**config.mk**
```make
export PLATFORM = sky130hd
export DESIGN_NAME = alu_arb
export DESIGN_NICKNAME = d
export VERILOG_FILES = /design/src/rtl/alu_arb.sv
export SDC_FILE = /design/constraint.sdc
export NUM_CORES = 1
export LEC_CHECK = 0
export CAP_MARGIN = 30
export CORE_MARGIN = 2
export CORE_UTILIZATION = 37
export DETAILED_ROUTE_END_ITERATION = 8
export GPL_ROUTABILITY_DRIVEN = 0
export PLACE_DENSITY_LB_ADDON = 0.3
export SLEW_MARGIN = 15
export SYNTH_ARGS = -nofsm -noshare
export SYNTH_HDL_FRONTEND = slang
export SYNTH_SLANG_ARGS = --single-unit
```
**constraint.sdc**
```tcl
create_clock -name clk -period 2.1 [get_ports clk]
set_clock_uncertainty 0.05 [all_clocks]
set_input_delay 0.21 -clock clk [delete_from_list [all_inputs] [get_ports clk]]
set_output_delay 0.21 -clock clk [all_outputs]
set_load 0.05 [all_outputs]
```
**src/rtl/alu_arb.sv**
```systemverilog
// Two-port round-robin arbiter feeding a shared integer ALU through a one-deep
// issue register; the ALU result is captured into a shared response register.
module alu_arb #(
  parameter int DATA_WIDTH = 32
) (
  input  logic                  clk,
  input  logic                  rst,
  input  logic                  req0_valid,
  output logic                  req0_ready,
  input  logic [DATA_WIDTH-1:0] req0_a,
  input  logic [DATA_WIDTH-1:0] req0_b,
  input  logic [3:0]            req0_ctr,
  input  logic                  req1_valid,
  output logic                  req1_ready,
  input  logic [DATA_WIDTH-1:0] req1_a,
  input  logic [DATA_WIDTH-1:0] req1_b,
  input  logic [3:0]            req1_ctr,
  input  logic                  flush0,
  output logic [DATA_WIDTH-1:0] alu_a,
  output logic [DATA_WIDTH-1:0] alu_b,
  output logic [3:0]            alu_ctr,
  input  logic [DATA_WIDTH-1:0] alu_out,
  input  logic                  alu_zero,
  output logic                  rsp0_valid,
  output logic [DATA_WIDTH-1:0] rsp0_data,
  output logic                  rsp0_zero,
  output logic                  rsp1_valid,
  output logic [DATA_WIDTH-1:0] rsp1_data,
  output logic                  rsp1_zero
);

  typedef struct packed {
    logic [DATA_WIDTH-1:0] a;
    logic [DATA_WIDTH-1:0] b;
    logic [3:0]            ctr;
  } op_t;

  op_t [1:0]             req;
  logic [1:0]            eff, gnt;
  logic                  prio;
  logic                  iss_v, iss_port;
  op_t                   iss;
  logic                  rsp_v, rsp_port;
  logic [DATA_WIDTH-1:0] rsp_data;
  logic                  rsp_zero;

  assign req[0] = '{a: req0_a, b: req0_b, ctr: req0_ctr};
  assign req[1] = '{a: req1_a, b: req1_b, ctr: req1_ctr};
  assign eff    = {req1_valid, req0_valid & ~flush0};

  // Reset suppresses grants so a requester never sees an acceptance that is lost.
  always_comb begin
    gnt = '0;
    if (!rst) begin
      if (eff == 2'b11) gnt[prio] = 1'b1;
      else              gnt = eff;
    end
  end

  assign req0_ready = gnt[0];
  assign req1_ready = gnt[1];

  always_ff @(posedge clk) begin
    if (rst) begin
      prio     <= 1'b0;
      iss_v    <= 1'b0;
      iss_port <= 1'b0;
      iss      <= '0;
      rsp_v    <= 1'b0;
      rsp_port <= 1'b0;
      rsp_data <= '0;
      rsp_zero <= 1'b0;
    end else begin
      iss_v <= |gnt;
      if (|gnt) begin
        prio     <= ~gnt[1];
        iss_port <= gnt[1];
        iss      <= req[gnt[1]];
      end
      // A flush kills only a port-0 op still in the issue stage.
      rsp_v    <= iss_v & ~(flush0 & ~iss_port);
      rsp_port <= iss_port;
      rsp_data <= alu_out;
      rsp_zero <= alu_zero;
    end
  end

  assign alu_a   = iss.a;
  assign alu_b   = iss.b;
  assign alu_ctr = iss_v ? iss.ctr : 4'b0000;

  assign rsp0_valid = rsp_v & ~rsp_port;
  assign rsp1_valid = rsp_v &  rsp_port;
  assign rsp0_data  = rsp_data;
  assign rsp1_data  = rsp_data;
  assign rsp0_zero  = rsp_zero;
  assign rsp1_zero  = rsp_zero;

endmodule
```
Word-level counts from Yosys, hierarchy flattened. Cells that the tools add are included.

Flip-flop bits (word level): 106. Bits of input ports: 174. Output and inout port bits: 138. Word-level logic and storage cells: 33.

Magnitude comparators: 3. Equal/unequal tests: 1. Muxes and demuxes: 7. Reduce and logical (&&, ||, !) cells: 2. Bitwise logic cells: 10.

Operators with widths (number): 2-to-1 mux 68 bit (2); AND 1 bit (5); NOT 1 bit (5); < comparator 1 x 2 -> 1 bit, second input constant (2); 2-to-1 mux 2 bit (2); 2-to-1 mux 4 bit (1); == test 2 bit, second input constant (1); OR reduction 2 bit (1); demux 1 bit (select 1 bit) (1); greater-or-equal comparator 1 bit, second input constant (1); logical AND 1 bit (1); 2-to-1 mux 1 bit (1).

Logic depth before layout (Yosys ltp). Gate-level depths: netlist (run 1).

Word-level depth: 8. Depth in mapped cells: 6. Mapped depth without buffers: 3.

Worst setup path before layout (run 1). Ideal clock, no wire load.

Kind: input -> output. Start point: input port flush0. End point: output port req0_ready. Path slack: -0.134 ns. Path buffers: 2. Stages: 4. Required time: 1.840 ns. Data arrival time: 1.974 ns. Path through: nand2b_1 > clkbuf_1 > clkbuf_1 > a211oi_1.

Cells in the longest elaborated chain, start to end: 5.

Ends and longest elaborated chain: from (decl) (RTL line 18) `input logic flush0,`; NOT 1 bit * (RTL line 49) `assign eff = {req1_valid, req0_valid & ~flush0};`; AND 1 bit * (RTL line 49); == test 2 bit (RTL line 55) `if (eff == 2'b11) gnt[prio] = 1'b1;`; 2-to-1 mux 2 bit * (RTL line 55); 2-to-1 mux 2 bit * (RTL line 54) `if (!rst) begin`; to (decl) (RTL line 9) `output logic req0_ready,`.

Mark *: on every way between the ends. The rest lies on a longest branch, timed or not.

Worst setup path after layout (run 1).
Start point: register iss_v. End point: output port alu_ctr[2].

Cells in the longest elaborated chain, start to end: 1.

Ends and longest elaborated chain: from (decl) (RTL line 41) `logic iss_v, iss_port;`; from (signal assigned) (RTL line 74) `iss_v <= |gnt;`; 2-to-1 mux 4 bit (RTL line 90) `assign alu_ctr = iss_v ? iss.ctr : 4'b0000;`; to (decl) (RTL line 21) `output logic [3:0] alu_ctr,`.

Every way passes these cells.

==> out/metrics.cfg, run 1 <==
[hold_path]
worstHoldEndpoint = prio
hp-start = rst
hp-class = primary input to flop
whs_path_depth = 2

[worst_setup_path]
critPathMaxFanout = 5
regToRegSetupSlack_ns = 0.38
end_kind = output port
critPathRequiredTime_ns = 1.84
cp_cell_sequence = and2_1 > clkdlybuf4s50_1
cpLargestDelayFamily = buffers and inverters
r2r_start = prio
critPathMaxStageDelay_ns = 0.82
r2r_end = alu_b[31]
crit_slowest_cell = clkdlybuf4s50_1
cp.arrival_ns = 1.73
crit_type = flop to output port
critPathLaunchType = flop
reg2reg_depth = 4
path_buf_inv = 1

[sta]
drv_slew = 0
max_slew_margin = 0.531
max_freq_mhz = 504
tightest_slew_ns = 0.703
finalCriticalPeriod_ns = 1.99
grt_setup_unrepaired = false
whs_ns = 0.127
period_share = 0.946
fin_tns_setup_ns = 0
setup_violations = 0
final_hold_viol_count = 0

[floorplanning]
die-height_um = 120
design.portCount = 312
die_w_um = 120
die_area_sq_um = 14400
core.rowCount = 42
core_area_sq_um = 13200
start_util = 0.377

[synth]
synth_ff_type = dfxtp_1
synth_area_sq_um = 4970
yosysSeqAreaShare = 0.427
yosys.area_share.simple = 0.0629
syn_area_per_cell_sq_um = 9.75
synth_warnings = 0
synthesis.nets = 684
yosys.area_share.xor_xnor = 0
synth_top_family_by_area = compound AO/OA/AOI/OAI gates
synthAdderAreaFrac = 0
syn_inst = 510
synth_edf_count = 0
synthMuxAreaShare = 0
async_reset_ff_frac = 0
ys_ff_latch = 106
synth_compound_area_frac = 0.261
ys_types = 21

[pwr]
power_density_nw_per_um2 = 718
p_leak_nw = 3.02
ir_drop_v = 0.000338

[place]
io_buffers = 311
dp_hpwl_mm = 11.5

[finish]
drive_gt1_frac = 0.0642
nets = 870
antenna-diode-count = 0
synthToLayoutAreaGrowth_pct = 56.5
mostFrequentLayoutCells = clkdlybuf4s50_1 (306), dfxtp_1 (105), a2111oi_0 (68), a221o_1 (68), inv_1 (60)
layout_commonest_cell = clkdlybuf4s50_1

[grt]
grt_use_met2 = 0.395
gr-total-overflow = 0
grt_use_met1 = 0.253
top_usage_layer = met2
grt_start_max_net_pins = 71
grt_pass1_vias = 4547
grt_util_met3 = 0.0689
grt_first_pass_wirelength_mm = 24.9
antenna_found_initial = 0
grt_use_total = 0.221

[clocking]
cts-root-buf = clkbuf_16
cts_sinks = 106
cts_tree = built
clk_latency_ns = 0.34
cts.clk_slew.worst_paths_ns = 0.07
post_cts_buffers = 0
ctsLongestPathBuffers = 2
ctsResizeCount = 0
cts_inserted_buffers = 9
postCtsHoldBufs = 0
cts-htree-levels = 3

[detailed_routing]
first_pass_iters = 4
drt-initial-drc-count = 276
drc_errors = 0
detail_route.wl_per_cell_um = 18.5
dr_total_vias = 4528
detail-route-antenna-nets = 0
avgViaCountPerCell = 5.16
wirelength_mm = 16.3

[flow_run]
drv_cap = 0

[outcome]
status = finished, final reports clean

[cell type report]
type                    instances  area [sq um]
fillers                      1127          5410
repair buffers                322          3260
flip-flops and latches        106          2120
multi-input cells             189          1620
inverters                      68           255
clock buffers                   9           225
well taps                     176           220
clock inverters                 7          77.6
[flip-flops by register name, indices dropped and copies added (netlist names), 4 cells and up]
| signal | count |
|---|---|
| rsp0_data | 32 |
| alu_b | 32 |
| iss | 4 |
| alu_a | 32 |
[worst max-delay path by stage]
stage	startpoint	to	slack, ns	cells past startpoint
floorplan	prio	alu_a[0]	0.33	6
global route	iss_v	alu_ctr[1]	0.03	2
detailed placement	req0_valid	alu_b[5]	0.02	5
CTS	iss_v	alu_ctr[0]	0.08	2
finish	iss_v	alu_ctr[2]	0.11	2
global placement	req0_valid	alu_b[0]	0.05	5
[metrics by stage]
step | area, sq um | utilization | power [mW] | cells | worst slack (ns)
finish | 7780 | 0.590 | 5.58 | 877 | 0.114
global route | 7780 | 0.590 | 5.80 | 877 | 0.0335
CTS | 7780 | 0.590 | 5.63 | 877 | 0.0751
detailed placement | 7480 | 0.567 | 3.90 | 861 | 0.0249
global placement | 7480 | 0.567 | 3.89 | 861 | 0.0500
floorplan | 4980 | - | 3.33 | 510 | 0.326
[worst reg2reg max path: stages, from the launching register on]
cell     delay, ns
dfxtp_2       0.32
or3b_1        0.38
and3b_2       0.27
buf_12        0.18
a221o_1       0.41
[routing by layer]
metal | vias up | share of wire
met3 | 14 | 0.083
met1 | 2184 | 0.39
li1 | 2134 | -
met5 | - | 0
met4 | 0 | 0.012
met2 | 196 | 0.51
[power by group]
| group | switching, mW | total [mW] | internal, mW |
|---|---|---|---|
| logic | 0.920 | 1.61 | 0.695 |
| registers | 0.0854 | 2.24 | 2.15 |
| clock network | 0.793 | 1.73 | 0.936 |
[synthesized netlist by cell type (5+ instances only)]
cell	n	area share
dfxtp_1	106	0.43
a221o_1	68	0.14
buf_6	8	0.018
a2111oi_0	68	0.12
and2_1	5	0.0063
clkbuf_1	35	0.026
nor2b_1	37	0.047
buf_4	97	0.15
inv_1	60	0.045
buf_2	6	0.0060
inv_2	8	0.0060
[logic make-up after synthesis]
kind of cell           count (synthesis)
AND/OR/NAND/NOR                       50
buffers and inverters                215
flip-flops                           106
AO/OA/AOI/OAI                        139
Power figures use the tool's default switching activity.
==> inputs of run 2 (changes only) <==
--- a/config.mk
+++ b/config.mk
@@ -5,9 +5,10 @@
 export SDC_FILE = /design/constraint.sdc
 export NUM_CORES = 1
 export LEC_CHECK = 0
+export ABC_AREA = 1
 export CAP_MARGIN = 30
 export CORE_MARGIN = 2
-export CORE_UTILIZATION = 37
+export CORE_UTILIZATION = 39
 export DETAILED_ROUTE_END_ITERATION = 8
 export GPL_ROUTABILITY_DRIVEN = 0
 export PLACE_DENSITY_LB_ADDON = 0.3
==> out/metrics.cfg, run 2 <==
[outcome]
status = finished, final reports clean

[hold_path]
hp-class = primary input to flop
hp-start = alu_out[30]

[synth]
ys_top_cells_by_count = nand3_1 (205), inv_1 (179), nand2_1 (144)
synth_ff_type = dfxtp_1
syn_inst = 822
synth_edf_count = 0
synth_warnings = 0
ys_types = 13
synth_area_sq_um = 5500
synthesis.nets = 996
ys_ff_latch = 106
async_reset_ff_frac = 0
yosys.area.top_type_share = 0.386
post-synth-top-count-cell = nand3_1
netlist_top_cells_area = dfxtp_1 (39%), nand3_1 (19%), buf_4 (14%)
yosysTopAreaCell = dfxtp_1
syn_area_per_cell_sq_um = 6.69
yosysSeqAreaShare = 0.386

[sta]
period_share = 0.955
grt_setup_unrepaired = false
tightest_slew_ns = 0.595
max_slew_margin = 0.602
finalCriticalPeriod_ns = 2.00
fin_tns_setup_ns = 0
max_freq_mhz = 499
drv_slew = 0
fin_ws_ns = 0.0952
setup_violations = 0
final_hold_viol_count = 0

[finish]
nets = 1190
utilization = 0.610
synthToLayoutAreaGrowth_pct = 53.5
multi_input_area_sq_um = 1770
final-instance-count-excl-fill = 1201
layout_commonest_cell = clkdlybuf4s50_1
antenna-diode-count = 0
mostFrequentLayoutCells = clkdlybuf4s50_1 (309), nand3_1 (204), inv_1 (179)
nFillCells = 1250
register_area_sq_um = 2120
drive_gt1_frac = 0.0372

[detailed_routing]
avgViaCountPerCell = 4.45
wirelength_mm = 16.0
drc_errors = 0
drt-initial-drc-count = 253
detail-route-antenna-nets = 0
dr_total_vias = 5347
first_pass_iters = 4
detail_route.wl_per_cell_um = 13.3

[place]
place_inst = 1185
place_ws_ns = 0.319
dp_hpwl_mm = 11.8
io_buffers = 311

[floorplanning]
die_w_um = 123
die-height_um = 123
core_area_sq_um = 13800
start_util = 0.398
core.rowCount = 43
design.portCount = 312
die_area_sq_um = 15100

[worst_setup_path]
critPathMaxFanout = 5
cp.arrival_ns = 1.74
critPathMaxStageDelay_ns = 0.82
cpLargestDelayFamily = buffers and inverters
cp_cell_sequence = nand2_1 > inv_1 > clkdlybuf4s50_1
critPathLaunchType = flop
end_kind = output port
path_buf_inv = 2
r2r_start = prio
crit_slowest_cell = clkdlybuf4s50_1
critPathRequiredTime_ns = 1.84
critPathLaunch = iss_v
crit_type = flop to output port

[grt]
grt_pass1_vias = 4976
antenna_found_initial = 0
gr-total-overflow = 0
grt_use_total = 0.211
grt_start_max_net_pins = 56
grt_first_pass_wirelength_mm = 24.7

[pwr]
p_leak_nw = 4.24
ir_drop_v = 0.000455
total_power_mw = 5.82
power_density_nw_per_um2 = 689

[clocking]
cts_inserted_buffers = 9
ctsLongestPathBuffers = 2
postCtsHoldBufs = 0
cts.clk_slew.worst_paths_ns = 0.07
cts-htree-levels = 3
post_cts_buffers = 0
cts-root-buf = clkbuf_16
ctsResizeCount = 0
cts_sinks = 106
cts_tree = built
clk_latency_ns = 0.35

[flow_run]
drv_cap = 0

## run 2: changes by cell type after synthesis, moves of 6 or more
cell,before,now
nor2_1,2,36
nand3_1,0,205
inv_2,8,2
inv_1,60,179
buf_6,8,0
a2111oi_0,68,0
a221o_1,68,0
nand2_1,0,144
buf_2,6,26
clkbuf_1,35,17
nor2b_1,37,0
## run 2: layout make-up
type,count,area share
repair buffers,326,0.393
flip-flops and latches,106,0.251
multi-input cells,392,0.210
inverters,181,0.0805
clock buffers,11,0.0276
well taps,180,0.0267
clock inverters,5,0.0102
## run 2: cell families after synthesis
family / count (synthesis) / synth area share
and+or+nand+nor: 386 / 0.312
buffers and inverters: 324 / 0.295
DFF: 106 / 0.386
AOI/OAI and AO/OA: 6 / 0.00683
## run 2: worst reg2reg max path, delay by kind of cell (launching register included)
kind                   cells  cell delay [ns]
buffers and inverters      2             0.32
DFF                        1             0.31
and+or+nand+nor            5             0.53
## run 2: per-stage QoR
step	cell area [sq um]	hold slack (ns)
2_1_floorplan	5500	0.267
3_3_place_gp	8120	0.388
3_5_place_dp	8120	0.392
4_1_cts	8440	0.305
5_1_grt	8440	0.314
6_report	8440	0.320
## run 2: final timing paths
path,to,slack (ns),cells after the start
worst max-delay path,alu_ctr[3],0.1,3
worst min-delay path,rsp0_data[30],0.32,3
worst max register to register,alu_a[6],0.80,7
worst min register to register,rsp_port,0.41,2
## run 2: where the power goes
part	total [mW]	internal, mW	leakage (nW)	switching (mW)
sequential	2.24	2.16	0.880	0.0769
clock	1.82	1.06	0.155	0.762
combinational	1.76	0.719	3.20	1.04
total	5.82	3.94	4.24	1.88
## run 2: metal layers
layer | share of wire | wire [um] | vias to the layer above | GRT usage
met4 | 0.016 | 258 | 0 | 0.0690
met1 | 0.41 | 6590 | 2388 | 0.250
met2 | 0.49 | 7840 | 188 | 0.365
met3 | 0.082 | 1320 | 17 | 0.0581
li1 | - | - | 2754 | -
met5 | 0 | 0 | - | 0
